## src/rtl/pipeline_hazard_ctrl.sv

```systemverilog
// Hazard and stall controller for the 5-stage pipeline.
// Detects load-use hazards between decode and execute and arbitrates the shared
// memory port between fetch and the memory stage. Drives the PC/FD write enables,
// DE bubble insertion and FD/DE flushes on taken branches. Keeps saturating stall
// and flush counters.
//
// state    | meaning
// ---------+-----------------------------------------------------------
// RUN      | normal flow, memory port free unless MemReq this cycle
// MEM_HOLD | multi-cycle memory access in progress, memory stage owns port

module pipeline_hazard_ctrl #(
    parameter int REG_ADDR_W      = 3,
    parameter int MEM_HOLD_CYCLES = 1,
    parameter int CNT_W           = 16
) (
    input  logic                  Clk,
    input  logic                  RstN,
    input  logic [REG_ADDR_W-1:0] DecSrc1,
    input  logic                  DecSrc1Valid,
    input  logic [REG_ADDR_W-1:0] DecSrc2,
    input  logic                  DecSrc2Valid,
    input  logic                  ExMemRead,
    input  logic                  ExRegWrite,
    input  logic [REG_ADDR_W-1:0] ExRegDest,
    input  logic                  MemReq,
    input  logic                  MemMultiCycle,
    input  logic                  BranchTaken,
    input  logic                  CntClr,
    output logic                  PcWriteEn,
    output logic                  FDWriteEn,
    output logic                  DEBubble,
    output logic                  FDFlush,
    output logic                  DEFlush,
    output logic                  MemGrant,
    output logic                  FetchGrant,
    output logic                  CtrlState,
    output logic [CNT_W-1:0]      StallCount,
    output logic [CNT_W-1:0]      FlushCount
);

    localparam logic [0:0] ST_RUN      = 1'b0;
    localparam logic [0:0] ST_MEM_HOLD = 1'b1;

    // Wide enough to hold MEM_HOLD_CYCLES-1 for any legal value (>=1).
    localparam int HOLD_W = $clog2(MEM_HOLD_CYCLES + 1);

    localparam logic [HOLD_W-1:0] HOLD_LOAD = HOLD_W'(MEM_HOLD_CYCLES - 1);
    localparam logic [CNT_W-1:0]  CNT_MAX   = {CNT_W{1'b1}};

    logic [0:0]        state_q, state_d;
    logic [HOLD_W-1:0] hold_cnt_q, hold_cnt_d;
    logic [CNT_W-1:0]  stall_cnt_q, stall_cnt_d;
    logic [CNT_W-1:0]  flush_cnt_q, flush_cnt_d;

    logic mem_busy;
    logic load_use;
    logic stall;

    // Hazard detection and memory-port ownership, zero latency.
    always_comb begin
        mem_busy = ((state_q == ST_RUN) & MemReq) | (state_q == ST_MEM_HOLD);
        load_use = ExMemRead & ExRegWrite &
                   ((DecSrc1Valid & (DecSrc1 == ExRegDest)) |
                    (DecSrc2Valid & (DecSrc2 == ExRegDest)));
        stall    = mem_busy | load_use;
    end

    // Pipeline control outputs; a taken branch flush dominates any stall, and
    // reset forces the pipeline into a flushed, idle state.
    always_comb begin
        PcWriteEn  = 1'b0;
        FDWriteEn  = 1'b0;
        DEBubble   = 1'b1;
        FDFlush    = 1'b1;
        DEFlush    = 1'b1;
        MemGrant   = 1'b0;
        FetchGrant = 1'b0;
        CtrlState  = 1'b0;
        if (RstN) begin
            MemGrant   = mem_busy;
            FetchGrant = ~mem_busy;
            CtrlState  = state_q[0];
            if (BranchTaken) begin
                PcWriteEn = 1'b1;
                FDWriteEn = ~mem_busy;
                DEBubble  = 1'b0;
                FDFlush   = 1'b1;
                DEFlush   = 1'b1;
            end else begin
                PcWriteEn = ~stall;
                FDWriteEn = ~stall;
                DEBubble  = stall;
                FDFlush   = 1'b0;
                DEFlush   = 1'b0;
            end
        end
    end

    // Next-state logic for the memory hold FSM and its down-counter.
    always_comb begin
        state_d    = state_q;
        hold_cnt_d = hold_cnt_q;
        case (state_q)
            ST_RUN: begin
                if (MemReq && MemMultiCycle) begin
                    state_d    = ST_MEM_HOLD;
                    hold_cnt_d = HOLD_LOAD;
                end
            end
            ST_MEM_HOLD: begin
                if (hold_cnt_q == '0) begin
                    state_d = ST_RUN;
                end else begin
                    hold_cnt_d = hold_cnt_q - 1'b1;
                end
            end
            default: begin
                state_d    = ST_RUN;
                hold_cnt_d = '0;
            end
        endcase
    end

    // Saturating performance counters; clear wins over increment.
    always_comb begin
        stall_cnt_d = stall_cnt_q;
        flush_cnt_d = flush_cnt_q;
        if (CntClr) begin
            stall_cnt_d = '0;
            flush_cnt_d = '0;
        end else begin
            if (stall && !BranchTaken && (stall_cnt_q != CNT_MAX)) begin
                stall_cnt_d = stall_cnt_q + 1'b1;
            end
            if (BranchTaken && (flush_cnt_q != CNT_MAX)) begin
                flush_cnt_d = flush_cnt_q + 1'b1;
            end
        end
    end

    // State and counter registers.
    always_ff @(posedge Clk or negedge RstN) begin
        if (!RstN) begin
            state_q     <= ST_RUN;
            hold_cnt_q  <= '0;
            stall_cnt_q <= '0;
            flush_cnt_q <= '0;
        end else begin
            state_q     <= state_d;
            hold_cnt_q  <= hold_cnt_d;
            stall_cnt_q <= stall_cnt_d;
            flush_cnt_q <= flush_cnt_d;
        end
    end

    assign StallCount = stall_cnt_q;
    assign FlushCount = flush_cnt_q;

endmodule

```

## config.mk

```make
export PLATFORM = sky130hd
export DESIGN_NAME = pipeline_hazard_ctrl
export DESIGN_NICKNAME = d
export VERILOG_FILES = /design/src/rtl/pipeline_hazard_ctrl.sv
export SDC_FILE = /design/constraint.sdc
export NUM_CORES = 1
export LEC_CHECK = 0
export CORE_UTILIZATION = 41
export CTS_CLUSTER_SIZE = 8
export DETAILED_ROUTE_END_ITERATION = 10
export GPL_TIMING_DRIVEN = 0
export HOLD_SLACK_MARGIN = 0.06
export PLACE_DENSITY = 0.8
export SYNTH_ARGS = -nofsm -noshare
export SYNTH_HDL_FRONTEND = slang
export SYNTH_SLANG_ARGS = --single-unit
```

## constraint.sdc

```tcl
create_clock -name Clk -period 2.2 [get_ports Clk]
set_clock_uncertainty 0.2 [all_clocks]
set_input_delay 0.66 -clock Clk [delete_from_list [all_inputs] [get_ports Clk]]
set_output_delay 0.66 -clock Clk [all_outputs]
set_load 0.05 [all_outputs]
```

==> Yosys cells after proc, flatten, opt, wreduce, memory -nomap -nowiden <==
Index checks and enable logic that the tools add are counted.
{ "word_totals": {"word_cells": 51, "mem_bits_ro": 0, "mem_bits_rw": 0, "regBits": 34, "output_inout_bits": 40, "inputBits": 19, "latchBits": 0, "n_memories": 0} }
{ "classes": {"magnitude_cmp": 0, "n_mux": 21, "div": 0, "n_shift": 0, "addsub": 3, "n_reduce_logical": 7, "mul": 0, "eq_ne": 5, "n_bitwise": 11} }
{ "op_table": {"columns": ["operator", "n"], "rows": [
  ["$mux 16", 4],
  ["$add 16x1->16 const B", 2],
  ["$ne 16x16->1 const B", 2],
  ["$mux 1", 15],
  ["$eq 3x3->1", 2],
  ["$and 1x1->1", 5],
  ["$logic_and 1x1->1", 4],
  ["$pmux 1 s2", 2],
  ["$reduce_bool 2->1", 2],
  ["$not 1->1", 3],
  ["$or 1x1->1", 3],
  ["$ne 2x1->1 const B", 1],
  ["$logic_not 1->1", 1],
  ["$sub 1x1->1 const B", 1]
]} }

==> Logic depth before layout (Yosys ltp) <==
{ "logic_depth": {"ltp_word": 9, "mapped_depth": 8, "depth_no_buf": 7} }

==> Least setup slack after synthesis <==
OpenSTA, ideal clock, no wires.
{ "synth_timing": {"path_type": "input-to-output", "from": "in MemReq", "to": "out FDWriteEn", "required_ns": 1.340, "path_buffers": 0, "arrival_ns": 2.034, "slack_ns": -0.694, "path_stages": 3, "path_cell_list": "nor2_1 and2_1 nor2b_1"} }
{ "synth_between": {"elab_chain_len": 6, "word_cells_on_any_way": 7, "classes_between": "mux (2); bitwise (5)"} }
{ "synth_lines": {"columns": ["item", "line", "text"], "rows": [
  ["from (decl)", "26", "input logic MemReq,"],
  ["$and 1x1->1 (*)", "62", "mem_busy = ((state_q == ST_RUN) & MemReq) | (state_q == ST_MEM_HOLD);"],
  ["$or 1x1->1 (*)", "62", null],
  ["$or 1x1->1", "66", "stall = mem_busy | load_use;"],
  ["$not 1->1", "92", "FDWriteEn = ~stall;"],
  ["$mux 1 (*)", "84", "if (BranchTaken) begin"],
  ["$mux 1 (*)", "80", "if (RstN) begin"],
  ["to (decl)", "31", "output logic FDWriteEn,"]
]} }
Every way passes the cells marked *; elsewhere a longest branch is shown, timed or not.

==> Worst setup path after layout <==
{ "layout_timing": {"from": "in ExRegDest[1]", "to": "out FDWriteEn"} }
{ "layout_between": {"elab_chain_len": 8, "word_cells_on_any_way": 10, "classes_between": "eq/ne (2); mux (2); bitwise (6)"} }
{ "layout_lines": {"columns": ["item", "line", "text"], "rows": [
  ["from (decl)", "25", "input logic [REG_ADDR_W-1:0] ExRegDest,"],
  ["$eq 3x3->1, on equally long branches", "64, 65", null],
  ["$and 1x1->1, on equally long branches", "64, 65", null],
  ["$or 1x1->1 (*)", "64", "((DecSrc1Valid & (DecSrc1 == ExRegDest)) |"],
  ["$and 1x1->1 (*)", "63", "load_use = ExMemRead & ExRegWrite &"],
  ["$or 1x1->1 (*)", "66", null],
  ["$not 1->1 (*)", "92", null],
  ["$mux 1 (*)", "84", null],
  ["$mux 1 (*)", "80", null]
]} }
Marks and branches as above.

==> run_results.csv <==
group,metric,value,unit
status,run_status,"complete, but fails checks",
status,violations,"negative setup slack",
synthesis,synth_seq_cells,33,
synthesis,syn_inst,189,
power,ir_drop,0.639,mV
final_layout,utilization,66.4,%
detailed_routing,drtIter0Drc,141,
sta,finalCritPeriodShare,120,%
synthesis,yosysWarnings,0,
detailed_routing,route.vias.total,1672,
clock_tree,clkSinkCount,33,
clock_tree,clk_pin_slew,0.07,ns
final_layout,nets,283,
global_route,antenna_found_initial,0,
placed_design,gp_congestion,0.818,
floorplan,die_h,68.2,um
detailed_routing,vias_per_cell,5.34,
clock_tree,cts_tree,"built",
clock_tree,cts-htree-levels,2,
synthesis,synth_nets,210,
clock_tree,cts-root-buf,"clkbuf_8",
final_layout,fin_cells,313,
sta,rsz0062_at_grt,"true",
global_route,grt_max_degree,34,
sta,drv_slew,0,
setup_path,rrSetupSlack,0.03,ns
synthesis,seq_area_frac_synth,46.0,%
floorplan,dieArea,4640,sq um
sta,worst_slew_pin_slew,0.549,ns
clock_tree,cts_buffers,5,
final_layout,antenna_cells,0,
synthesis,syn-cell-area,1790,sq um
flow_run,cap_violations,0,
global_route,grt_pass1_wl,7400,um
global_route,grt_usage,21.9,%
setup_path,cp.required,1.34,ns
floorplan,ioPinCount,59,
global_route,grt_overflow,0,
placed_design,dp_hpwl,3020,um
detailed_routing,post-route-drc-count,0,
sta,period_needed,2.64,ns
placed_design,placedCellCount,297,
placed_design,io_buffers,58,
floorplan,die_x,68.2,um
setup_path,start_kind,"input pin",
final_layout,syn_to_final_growth,51.3,%
detailed_routing,wl_per_cell,14.9,um
sta,hold_slack,0.0941,ns
clock_tree,ctsLongestPathBuffers,2,
synthesis,synth_area_per_cell,9.49,sq um
floorplan,core_area,4090,sq um
setup_path,endpoint_kind,"output pin",
min_path,min_path_type,"in -> async",
sta,timing.fmax,378,MHz
sta,finalSetupViolations,5,
setup_path,cp_max_fo,2,
sta,fin_ws,-0.443,ns
power,p_leak,1.31,nW
sta,timing.slew.headroom,63.4,%
setup_path,arrival,1.78,ns
detailed_routing,wirelength,4680,um
clock_tree,clock_latency,0.29,ns
global_route,grt_pass1_vias,1545,
floorplan,initial_core_util,43.9,%
final_layout,finalInstanceArea,2710,sq um
detailed_routing,dr.pass1.iters,4,
sta,hold_viol,0,
floorplan,placementRows,23,
placed_design,dpl_cell_area,2490,sq um
power,power.density,562,nW/um^2
final_layout,drive_gt1_share,26.6,%
setup_path,path_class,"in -> out",
synthesis,synth_cell_types,32,
detailed_routing,ant_nets,0,
-- cells in the mapped netlist --
cell type | count | share of area, %
o21bai_1 | 1 | 0.42
nand4_1 | 11 | 3.8
nor2_1 | 34 | 7.1
and4_1 | 3 | 1.5
xnor2_1 | 10 | 4.9
buf_2 | 1 | 0.28
dfrtp_1 | 33 | 46
nand3_1 | 8 | 2.2
o2111ai_1 | 5 | 2.4
or3_1 | 2 | 0.70
or4b_1 | 1 | 0.56
nor3b_1 | 1 | 0.42
o21ai_1 | 1 | 0.28
clkbuf_1 | 4 | 0.84
and3_1 | 8 | 2.8
or4_1 | 1 | 0.42
o21ai_0 | 3 | 0.84
xor2_1 | 20 | 9.8
a21oi_1 | 4 | 1.1
a211oi_2 | 1 | 0.70
nor4_1 | 1 | 0.35
buf_4 | 2 | 0.84
and3b_1 | 1 | 0.49
o211ai_1 | 5 | 2.1
inv_1 | 3 | 0.63
nand2b_1 | 2 | 0.70
mux2i_1 | 2 | 1.1
nor2b_1 | 3 | 1.0
nor3_1 | 5 | 1.4
nand2_1 | 7 | 1.5
and2_1 | 4 | 1.4
ha_1 | 2 | 1.4
-- cell type report --
| cell class | count | area, sq um |
|---|---|---|
| Multi-Input combinational cell | 146 | 1030 |
| Timing Repair Buffer | 66 | 589 |
| Inverter | 3 | 15.0 |
| Fill cell | 344 | 1370 |
| Buffer | 7 | 45.0 |
| Tap cell | 50 | 62.6 |
| Sequential cell | 33 | 835 |
| Clock inverter | 3 | 65.1 |
| Clock buffer | 5 | 68.8 |
-- timing repair --
action | CTS | global route
resized for setup | 151 | 15
pin swaps | 12 | 10
hold buffers | 1 | 0
setup endpoints to repair | 63 | 22
setup buffers | 3 | 6
endpoints found under the hold margin | 33 | 0
-- power breakdown --
| part | leakage, nW | internal [W] | switching (W) |
|---|---|---|---|
| registers | 0.446 | 0.000615 | 0.0000107 |
| clock network | 0.0681 | 0.000450 | 0.000234 |
| logic | 0.792 | 0.0000861 | 0.000129 |
-- flip-flops by register name, summed over array words and instances, names as in the netlist --
signal	flops
FlushCount	16
StallCount	16
state_q	1
-- logic make-up (layout without fill, tap and decap cells) --
logic type | count (synthesis) | count (layout) | share of synthesized area [%]
XOR/XNOR | 30 | 30 | 14.6
buffers and inverters | 10 | 84 | 2.58
AND/OR/NAND/NOR | 92 | 92 | 26.4
AO/OA/AOI/OAI | 20 | 20 | 7.88
flip-flops | 33 | 33 | 46.0
multiplexers | 2 | 2 | 1.12
adder cells (fa/ha/maj) | 2 | 2 | 1.39
-- per-stage QoR --
stage,worst slack [ns],total power [W],setup TNS (ns)
2_1_floorplan,-0.345,0.000749,-0.867
3_3_place_gp,-2.19,0.000841,-47.06
4_1_cts,-0.472,0.00153,-1.32
6_report,-0.443,0.00153,-1.32
3_5_place_dp,-1.56,0.000844,-22.75
5_1_grt,-0.544,0.00158,-2.81
-- layout by cell type, fill, tap and decap left out, types with 4 or more instances in the layout --
master         instances
and3_1                 7
buf_2                 10
buf_4                 10
buf_6                  4
buf_8                  5
clkbuf_1               4
clkbuf_8               5
dfrtp_1               26
dfrtp_2                7
dlygate4sd2_1         33
nand2_1                7
nand3_1                8
nand4_1               11
nor2_1                31
o2111ai_1              4
o211ai_1               5
xnor2_1                6
xnor2_2                4
xor2_1                20
-- worst paths after layout --
check,from,end,depth (start not counted)
max reg2reg,StallCount[1]$_DFFE_PN0P_,StallCount[7]$_DFFE_PN0P_,9
min,RstN,StallCount[14]$_DFFE_PN0P_,2
max,ExRegDest[1],FDWriteEn,8
min in group Clk,state_q$_DFF_PN0_,state_q$_DFF_PN0_,1
max in group asynchronous,RstN,StallCount[7]$_DFFE_PN0P_,2
min reg2reg,state_q$_DFF_PN0_,state_q$_DFF_PN0_,1
-- critical path: stages --
cell and delay [ns]:
buf_8 0.10, xnor2_2 0.14, nand4_1 0.12, a211oi_2 0.30, buf_4 0.18, buf_6 0.10
nor2b_4 0.03, buf_8 0.14
-- layer usage --
layer  vias to the layer above  GRT usage, %  part of all wire, %
met3                         9          6.17                  6.3
met1                       793          28.4                   43
met2                        60          35.2                   50
met4                         0          6.51                  1.2
li1                        810             -                    -
met5                         -             0                    0
(Power assumes the default switching activity.)
